**src/rtl/alu_seq_pkg.sv**
```systemverilog
// Shared types and constants for the multi-cycle ALU execute stage.
package alu_seq_pkg;

  localparam int unsigned DATA_W = 16;
  localparam int unsigned REG_AW = 3;
  localparam int unsigned ST_W   = 3;

  typedef enum logic [ST_W-1:0] {
    IDLE = 3'd0,
    RD_A = 3'd1,
    RD_B = 3'd2,
    EXEC = 3'd3,
    WB   = 3'd4,
    DONE = 3'd5
  } state_t;

  typedef enum logic [1:0] {
    ADD = 2'b00,
    CMP = 2'b01,
    AND = 2'b10,
    MVN = 2'b11
  } op_t;

  typedef enum logic [1:0] {
    NONE = 2'b00,
    LSL1 = 2'b01,
    LSR1 = 2'b10,
    ASR1 = 2'b11
  } shift_t;

  // Instruction register contents latched when a request is accepted.
  typedef struct packed {
    op_t                op;
    shift_t             shift;
    logic [REG_AW-1:0]  rn;
    logic [REG_AW-1:0]  rm;
    logic [REG_AW-1:0]  rd;
  } instr_t;

endpackage

```
**src/rtl/shift_alu.sv**
```systemverilog
// Combinational operand-B shifter followed by the ALU and its Z/N/V flag logic.
module shift_alu
  import alu_seq_pkg::*;
#(
  parameter int unsigned W = DATA_W
) (
  input  logic [W-1:0] a,
  input  logic [W-1:0] b,
  input  op_t          op,
  input  shift_t       shift,
  output logic [W-1:0] result_c,
  output logic [2:0]   flags_c
);

  logic [W-1:0] bs;
  logic         v;

  always_comb begin
    bs = b;
    case (shift)
      LSL1:    bs = {b[W-2:0], 1'b0};
      LSR1:    bs = {1'b0, b[W-1:1]};
      ASR1:    bs = {b[W-1], b[W-1:1]};
      default: bs = b;
    endcase
  end

  // Overflow only exists for the arithmetic ops; carry out is discarded.
  always_comb begin
    result_c = '0;
    v        = 1'b0;
    case (op)
      ADD: begin
        result_c = a + bs;
        v        = (a[W-1] == bs[W-1]) && (result_c[W-1] != a[W-1]);
      end
      CMP: begin
        result_c = a - bs;
        v        = (a[W-1] != bs[W-1]) && (result_c[W-1] != a[W-1]);
      end
      AND:     result_c = a & bs;
      default: result_c = ~bs;
    endcase
    flags_c = {(result_c == '0), result_c[W-1], v};
  end

endmodule

```
**src/rtl/alu_sequencer.sv**
```systemverilog
// Multi-cycle execute stage: reads two registers, runs shift+ALU, writes back, reports Z/N/V.
module alu_sequencer
  import alu_seq_pkg::*;
#(
  parameter int unsigned W = DATA_W
) (
  input  logic              clk,
  input  logic              rst_n,
  input  logic              start,
  input  logic [1:0]        op,
  input  logic [1:0]        shift,
  input  logic [REG_AW-1:0] rn,
  input  logic [REG_AW-1:0] rm,
  input  logic [REG_AW-1:0] rd,
  input  logic [W-1:0]      rf_data,
  output logic [REG_AW-1:0] readnum,
  output logic [REG_AW-1:0] writenum,
  output logic              write,
  output logic [W-1:0]      wb_data,
  output logic [2:0]        status,
  output logic              busy,
  output logic              done
);

  localparam logic [ST_W-1:0] S_IDLE = ST_W'(IDLE);
  localparam logic [ST_W-1:0] S_RD_A = ST_W'(RD_A);
  localparam logic [ST_W-1:0] S_RD_B = ST_W'(RD_B);
  localparam logic [ST_W-1:0] S_EXEC = ST_W'(EXEC);
  localparam logic [ST_W-1:0] S_WB   = ST_W'(WB);
  localparam logic [ST_W-1:0] S_DONE = ST_W'(DONE);

  logic [ST_W-1:0] state;
  logic [ST_W-1:0] state_next;
  instr_t          ir;
  logic [W-1:0]    a_q;
  logic [W-1:0]    b_q;
  logic [W-1:0]    c_q;
  logic [W-1:0]    alu_result;
  logic [2:0]      alu_flags;

  shift_alu #(.W(W)) u_shift_alu (
    .a        (a_q),
    .b        (b_q),
    .op       (ir.op),
    .shift    (ir.shift),
    .result_c (alu_result),
    .flags_c  (alu_flags)
  );

  always_ff @(posedge clk or negedge rst_n) begin
    if (!rst_n) state <= S_IDLE;
    else        state <= state_next;
  end

  // CMP only updates flags, so it skips the writeback cycle.
  always_comb begin
    state_next = state;
    case (state)
      S_IDLE:  if (start) state_next = S_RD_A;
      S_RD_A:  state_next = S_RD_B;
      S_RD_B:  state_next = S_EXEC;
      S_EXEC:  state_next = (ir.op == CMP) ? S_DONE : S_WB;
      S_WB:    state_next = S_DONE;
      S_DONE:  state_next = S_IDLE;
      default: state_next = S_IDLE;
    endcase
  end

  // Datapath registers and registered register-file controls.
  always_ff @(posedge clk or negedge rst_n) begin
    if (!rst_n) begin
      ir      <= '0;
      a_q     <= '0;
      b_q     <= '0;
      c_q     <= '0;
      status  <= '0;
      readnum <= '0;
      write   <= 1'b0;
      done    <= 1'b0;
      busy    <= 1'b0;
    end else begin
      if (state == S_IDLE && start) begin
        ir <= '{op: op_t'(op), shift: shift_t'(shift), rn: rn, rm: rm, rd: rd};
      end
      if (state == S_RD_A) a_q <= rf_data;
      if (state == S_RD_B) b_q <= rf_data;
      if (state == S_EXEC) begin
        c_q    <= alu_result;
        status <= alu_flags;
      end
      // RD_A is only ever entered from IDLE, so rn comes straight from the request.
      readnum <= (state_next == S_RD_A) ? rn : ir.rm;
      write   <= (state_next == S_WB);
      done    <= (state_next == S_DONE);
      busy    <= (state_next != S_IDLE);
    end
  end

  assign writenum = ir.rd;
  assign wb_data  = c_q;

endmodule

```
**config.mk**
```make
export PLATFORM = sky130hd
export DESIGN_NAME = alu_sequencer
export DESIGN_NICKNAME = d
export VERILOG_FILES = /design/src/rtl/alu_seq_pkg.sv /design/src/rtl/shift_alu.sv /design/src/rtl/alu_sequencer.sv
export SDC_FILE = /design/constraint.sdc
export NUM_CORES = 1
export LEC_CHECK = 0
export BUFFER_PORTS_ARGS = -buffer_cell sky130_fd_sc_hd__buf_2
export CAP_MARGIN = 0
export CORE_ASPECT_RATIO = 1.2
export CORE_MARGIN = 1.5
export CORE_UTILIZATION = 41
export CTS_BUF_LIST = sky130_fd_sc_hd__clkbuf_8
export DETAILED_ROUTE_END_ITERATION = 7
export GPL_TIMING_DRIVEN = 0
export PLACE_DENSITY = 0.69
export SYNTH_ARGS = -nofsm -noshare
export SYNTH_HDL_FRONTEND = slang
export SYNTH_SLANG_ARGS = --single-unit
```
**constraint.sdc**
```tcl
create_clock -name clk -period 3.4 [get_ports clk]
set_input_delay 0.34 -clock clk [delete_from_list [all_inputs] [get_ports clk]]
set_output_delay 0.34 -clock clk [all_outputs]
set_load 0.02 [all_outputs]
```
==> results.json, run 1 <==
{
  "yosys_warnings": 0,
  "crit_fanout": 5,
  "critPathLaunchType": "register",
  "hold_buffers": 0,
  "ant_nets": 0,
  "core_sq_um": 11670,
  "worstMarginPinSlew_ns": 0.8423,
  "ios": 60,
  "dieArea_sq_um": 12800,
  "grt_overflow": 0,
  "rsz0062_at_grt": "true",
  "r2r-start": "ir[10]",
  "layout_min_cycle_time_ns": 3.437,
  "yosysTopAreaCell": "dfrtp_1",
  "hold_ws_ns": 0.07521,
  "status": "complete, but fails checks",
  "ys.flop_type": "dfrtp_1",
  "antenna_cells": 0,
  "die-height_um": 123.6,
  "reg2reg_slack_ns": -0.04,
  "cts.clk_slew.worst_paths_ns": 0.08,
  "clock_latency_ns": 0.37,
  "rows": 43,
  "timing.final.hold_violations": 0,
  "netlist_area_sq_um": 4971,
  "r2r_cells": 15,
  "yosys.cell_count.top_type": "nand2_1",
  "gr-usage-all-layers_pct": 21.52,
  "cts_max_level": 3,
  "crit_arrival_ns": 3.71,
  "grt_pass1_wl_um": 21920,
  "dr.first_iter.drc_count": 267,
  "synthTopCellsByArea": "dfrtp_1 (35%), ha_1 (8.8%), mux2_2 (8.2%)",
  "r2r_end": "status[2]",
  "drt_first_pass_iters": 5,
  "max_freq_mhz": 290.9,
  "initial_core_util_pct": 42.58,
  "drive_above_1_share_pct": 30.57,
  "slew_headroom_pct": 43.05,
  "nNetsFinal": 693,
  "io_buffers": 59,
  "yosysUniqueCellTypes": 68,
  "area_delta_synth_final_pct": 20.19,
  "antenna_found_initial": 0,
  "synth_cells": 546,
  "synth_top_area_share_pct": 34.73,
  "async_flop_share_pct": 100.0,
  "grt_max_degree": 70,
  "cts_buffers": 9,
  "worstHoldPathType": "input port to asynchronous set/reset pin",
  "synthTopCellsByCount": "nand2_1 (84), dfrtp_1 (69), mux2_2 (36), ha_1 (35), inv_1 (32)",
  "post-route-drc-count": 0,
  "max_cap_violations": 0,
  "vias": 4282,
  "slew_viol_final": 0,
  "cp-startpoint": "ir[10]",
  "avgSynthCellArea_sq_um": 9.104,
  "via_per_inst": 5.455,
  "violations": "setup timing",
  "place_hpwl_um": 9925,
  "ys_ff_latch": 69,
  "cts_buffer_depth": 2,
  "skew_ns": 0.01411,
  "setup-violations-final": 2,
  "nFillCells": 1119,
  "setup_ws_ns": -0.03707,
  "cts_tree": "built",
  "place.gp.congestion": 0.8765,
  "wl_per_cell_um": 16.54,
  "first_global_vias": 4405,
  "finalWirelength_um": 12980,
  "synth_edf_count": 0,
  "cts.sinks": 69,
  "worstPathRequired_ns": 3.67,
  "root_buffer": "clkbuf_8",
  "die_x_um": 103.5,
  "end_kind": "register",
  "crit_type": "register to register",
  "seq_area_frac_synth_pct": 34.73,
  "fin_crit_sh_pct": 101.1,
  "synthesis.nets": 615
}
[cells by family after synthesis]
family	synth area share (%)
simple gates	17.19
buf+inv	5.361
compound gates	17.95
fa+ha+maj	9.615
xor+xnor	2.467
mux	12.69
flops	34.73
[layer usage]
metal	vias to the layer above	part of all wire, %	track usage [%]
met5	-	0	0
met4	0	2.6	10.16
met3	24	3.7	2.773
li1	2079	-	-
met2	92	50	38.38
met1	2087	43	26.12
[how the worst max path moves through the flow]
stage / end / slack, ns / cells after the start
6_report: status[2] / -0.04 / 15
3_5_place_dp: status[2] / -0.64 / 14
4_1_cts: status[2] / -0.06 / 15
3_3_place_gp: status[2] / -0.55 / 14
2_1_floorplan: status[2] / 0.19 / 14
5_1_grt: status[2] / -0.20 / 15
[critical path, stage by stage (launching register included)]
cell and delay, ns:
dfrtp_1 0.43, buf_6 0.15, nor3b_2 0.05, or2_4 0.26, ha_4 0.17, inv_2 0.05
fa_2 0.20, or3b_4 0.41, a311oi_4 0.33, o22ai_4 0.16, o31ai_4 0.25, a221o_2 0.21
a22oi_2 0.06, nor4_2 0.31, nand4_1 0.14, o31ai_2 0.18
[sequential cells by signal, indices dropped and copies added, names as in the netlist]
signal and cells:
busy 1, b_q 16, done 1, write 1, status 3, ir 7, a_q 16, readnum 3
state 3, writenum 3, wb_data 15
[per-stage QoR]
stage / TNS, ns / std cells / worst slack [ns] / util [%] / instance area [sq um]
finish: -0.04410 / 785 / -0.03707 / 51.17 / 5974
global route: -0.6674 / 785 / -0.2005 / 51.17 / 5974
CTS: -0.05997 / 782 / -0.05997 / 50.26 / 5868
detailed placement: -3.004 / 762 / -0.6360 / 46.81 / 5465
global placement: -2.313 / 762 / -0.5547 / 46.79 / 5463
floorplan: 0 / 546 / 0.1948 / - / 4971
[area by class of cell]
| class | count | area (sq um) | share of cell area (%) |
|---|---|---|---|
| clock buffer | 9 | 123.9 | 2.073 |
| timing repair buffer | 68 | 365.4 | 6.115 |
| clock inverter | 6 | 88.84 | 1.487 |
| multi-input combinational | 413 | 3184 | 53.30 |
| tap | 157 | 196.4 | 3.288 |
| buffer | 30 | 165.2 | 2.764 |
| sequential | 69 | 1727 | 28.90 |
| inverter | 33 | 123.9 | 2.073 |
[repair_timing]
| action | in CTS | in global routing |
|---|---|---|
| hold endpoints to repair | 0 | 0 |
| pin swaps | 14 | 17 |
| buffers inserted | 6 | 3 |
| setup endpoints to repair | 11 | 7 |
| resized for setup | 44 | 19 |
[placed cells by master (no fill, tap or decap), drive strengths merged, types with 3 or more instances in the layout]
master,synthesis,layout
a211oi,11,11
a2111oi,3,3
or3,5,5
buf,17,85
dfrtp,69,69
a31oi,7,7
and3,8,8
xnor2,7,7
a311oi,4,4
clkinv,1,3
o21a,4,4
nand3b,3,3
inv,32,32
nor2b,8,8
a21oi,27,27
clkbuf,14,22
ha,35,35
mux2,36,36
nor3,12,12
o211ai,6,6
mux2i,18,18
o31ai,6,6
nand3,5,5
or2,4,4
nor2,29,29
nand2b,5,5
nand2,84,84
xor2,7,7
nor3b,6,6
o21ai,34,34
a21o,5,5
a211o,3,3
and2,3,3
Power of run 1 is left out: the tool's default activity adds up to more than one toggle a clock period on the data nets, which glitch-free logic cannot reach.
==> run 2, diff against run 1 <==
Settings changed: MAX_ROUTING_LAYER set to met4, SKIP_CTS_REPAIR_TIMING set to 1.
==> results.json, run 2 (same netlist as run 1, synthesis figures left out) <==
{
  "die-height_um": 123.6,
  "crit_arrival_ns": 3.79,
  "finalWirelength_um": 13600,
  "cpMaxStageDelayCell": "dfrtp_2",
  "ios": 60,
  "clock_latency_ns": 0.37,
  "register_area_sq_um": 1728,
  "rows": 43,
  "violations": "setup timing",
  "drive_above_1_share_pct": 33.12,
  "r2r_end": "status[2]",
  "worstPathRequired_ns": 3.67,
  "drt_first_pass_iters": 5,
  "fin_crit_sh_pct": 103.4,
  "cts_buffer_depth": 2,
  "max_cap_violations": 0,
  "multi_input_area_sq_um": 3291,
  "path_delay_family": "simple AND/OR/NAND/NOR gates",
  "place.gp.congestion": 0.8890,
  "vias": 4420,
  "gr-usage-all-layers_pct": 22.22,
  "r2r-start": "ir[10]",
  "final_cell_count_no_fill": 791,
  "first_global_vias": 4422,
  "nNetsFinal": 698,
  "r2r_cells": 15,
  "grt_overflow": 0,
  "die_x_um": 103.5,
  "antenna_found_initial": 0,
  "end_kind": "register",
  "path_buf_inv": 2,
  "mostFrequentLayoutCells": "nand2_1 (84), dfrtp_1 (68), buf_2 (64)",
  "cts_buffers": 9,
  "cts.sinks": 69,
  "crit_chain": "buf_8 > nor3b_4 > or2_4 > ha_4 > inv_2 > fa_2 > or3b_4 > nand3_2 > a21o_1 > a221o_1 > a211oi_2 > nand4_1 > nor4_2 > nand4_1 > o31ai_2",
  "area_delta_synth_final_pct": 22.33,
  "cp-startpoint": "ir[10]",
  "cts_max_level": 3,
  "place_hpwl_um": 10100,
  "status": "complete, but fails checks",
  "crit_type": "register to register",
  "dieArea_sq_um": 12800,
  "root_buffer": "clkbuf_8",
  "cts.clk_slew.worst_paths_ns": 0.09,
  "ant_nets": 0,
  "worstHoldPathType": "input port to asynchronous set/reset pin",
  "max_freq_mhz": 284.4,
  "nFillCells": 1141,
  "initial_core_util_pct": 42.58,
  "core_sq_um": 11670,
  "timing.final.hold_violations": 0,
  "slew_viol_final": 0,
  "grt_max_degree": 70,
  "crit_fanout": 7,
  "layout_min_cycle_time_ns": 3.516,
  "place_inst": 762,
  "slew_headroom_pct": 41.97,
  "reg2reg_slack_ns": -0.12,
  "cts_tree": "built",
  "rsz0062_at_grt": "true",
  "crit_top_cell": "nand4_1",
  "grt_pass1_wl_um": 21760,
  "worstMarginPinSlew_ns": 0.8583,
  "setup-violations-final": 2,
  "wl_per_cell_um": 17.20,
  "dr.first_iter.drc_count": 255,
  "via_per_inst": 5.588,
  "setup_ws_ns": -0.1156,
  "final_common_cell": "nand2_1",
  "skew_ns": 0.01270,
  "critPathLaunchType": "register",
  "io_buffers": 59,
  "post-route-drc-count": 0,
  "antenna_cells": 0,
  "max_stage_delay_ns": 0.46
}
==> run 2: cell types whose count changed in the layout (fill, tap and decap cells not counted), sizes merged <==
| cell | change |
|---|---|
| inv | +4 |
| clkbuf | +2 |
| buf | +3 |
| clkinv | +1 |
| bufinv | -2 |
| clkinvlp | -2 |
==> run 2: final cells by class <==
type	count	share of cell area, %
flip-flops and latches	69	28.42
clock inverters	7	0.8848
repair buffers	72	6.502
inverters	33	2.037
plain buffers	31	2.778
multi-input cells	413	54.12
clock buffers	9	2.037
well taps	157	3.230
==> run 2: worst max-delay path by stage <==
| stage | end | slack (ns) | depth (start not counted) |
|---|---|---|---|
| 5_1_grt | status[2] | -0.30 | 15 |
| 6_report | status[2] | -0.12 | 15 |
| 2_1_floorplan | status[2] | 0.19 | 14 |
| 4_1_cts | status[2] | -0.55 | 14 |
| 3_5_place_dp | status[2] | -0.51 | 14 |
| 3_3_place_gp | status[2] | -0.50 | 14 |
==> run 2: through the flow <==
step	area (sq um)	utilization, %	setup slack, ns	hold WS [ns]	TNS, ns
2_1_floorplan	4971	-	0.1948	0.04441	0
3_3_place_gp	5463	46.79	-0.4973	0.4463	-2.405
3_5_place_dp	5465	46.81	-0.5105	0.4571	-2.582
4_1_cts	5643	48.33	-0.5494	0.1077	-2.938
5_1_grt	6081	52.08	-0.3045	0.1350	-0.7641
6_report	6081	52.08	-0.1156	0.07457	-0.1508
==> run 2: metal layers <==
layer | global-route usage (%) | wire length, um | vias up
li1 | - | - | 2096
met1 | 25.77 | 5824 | 2178
met2 | 37.75 | 6790 | 113
met3 | 4.867 | 629 | 33
met4 | 9.375 | 358 | 0
met5 | - | 0 | -
Power of run 2 is left out for the same reason.
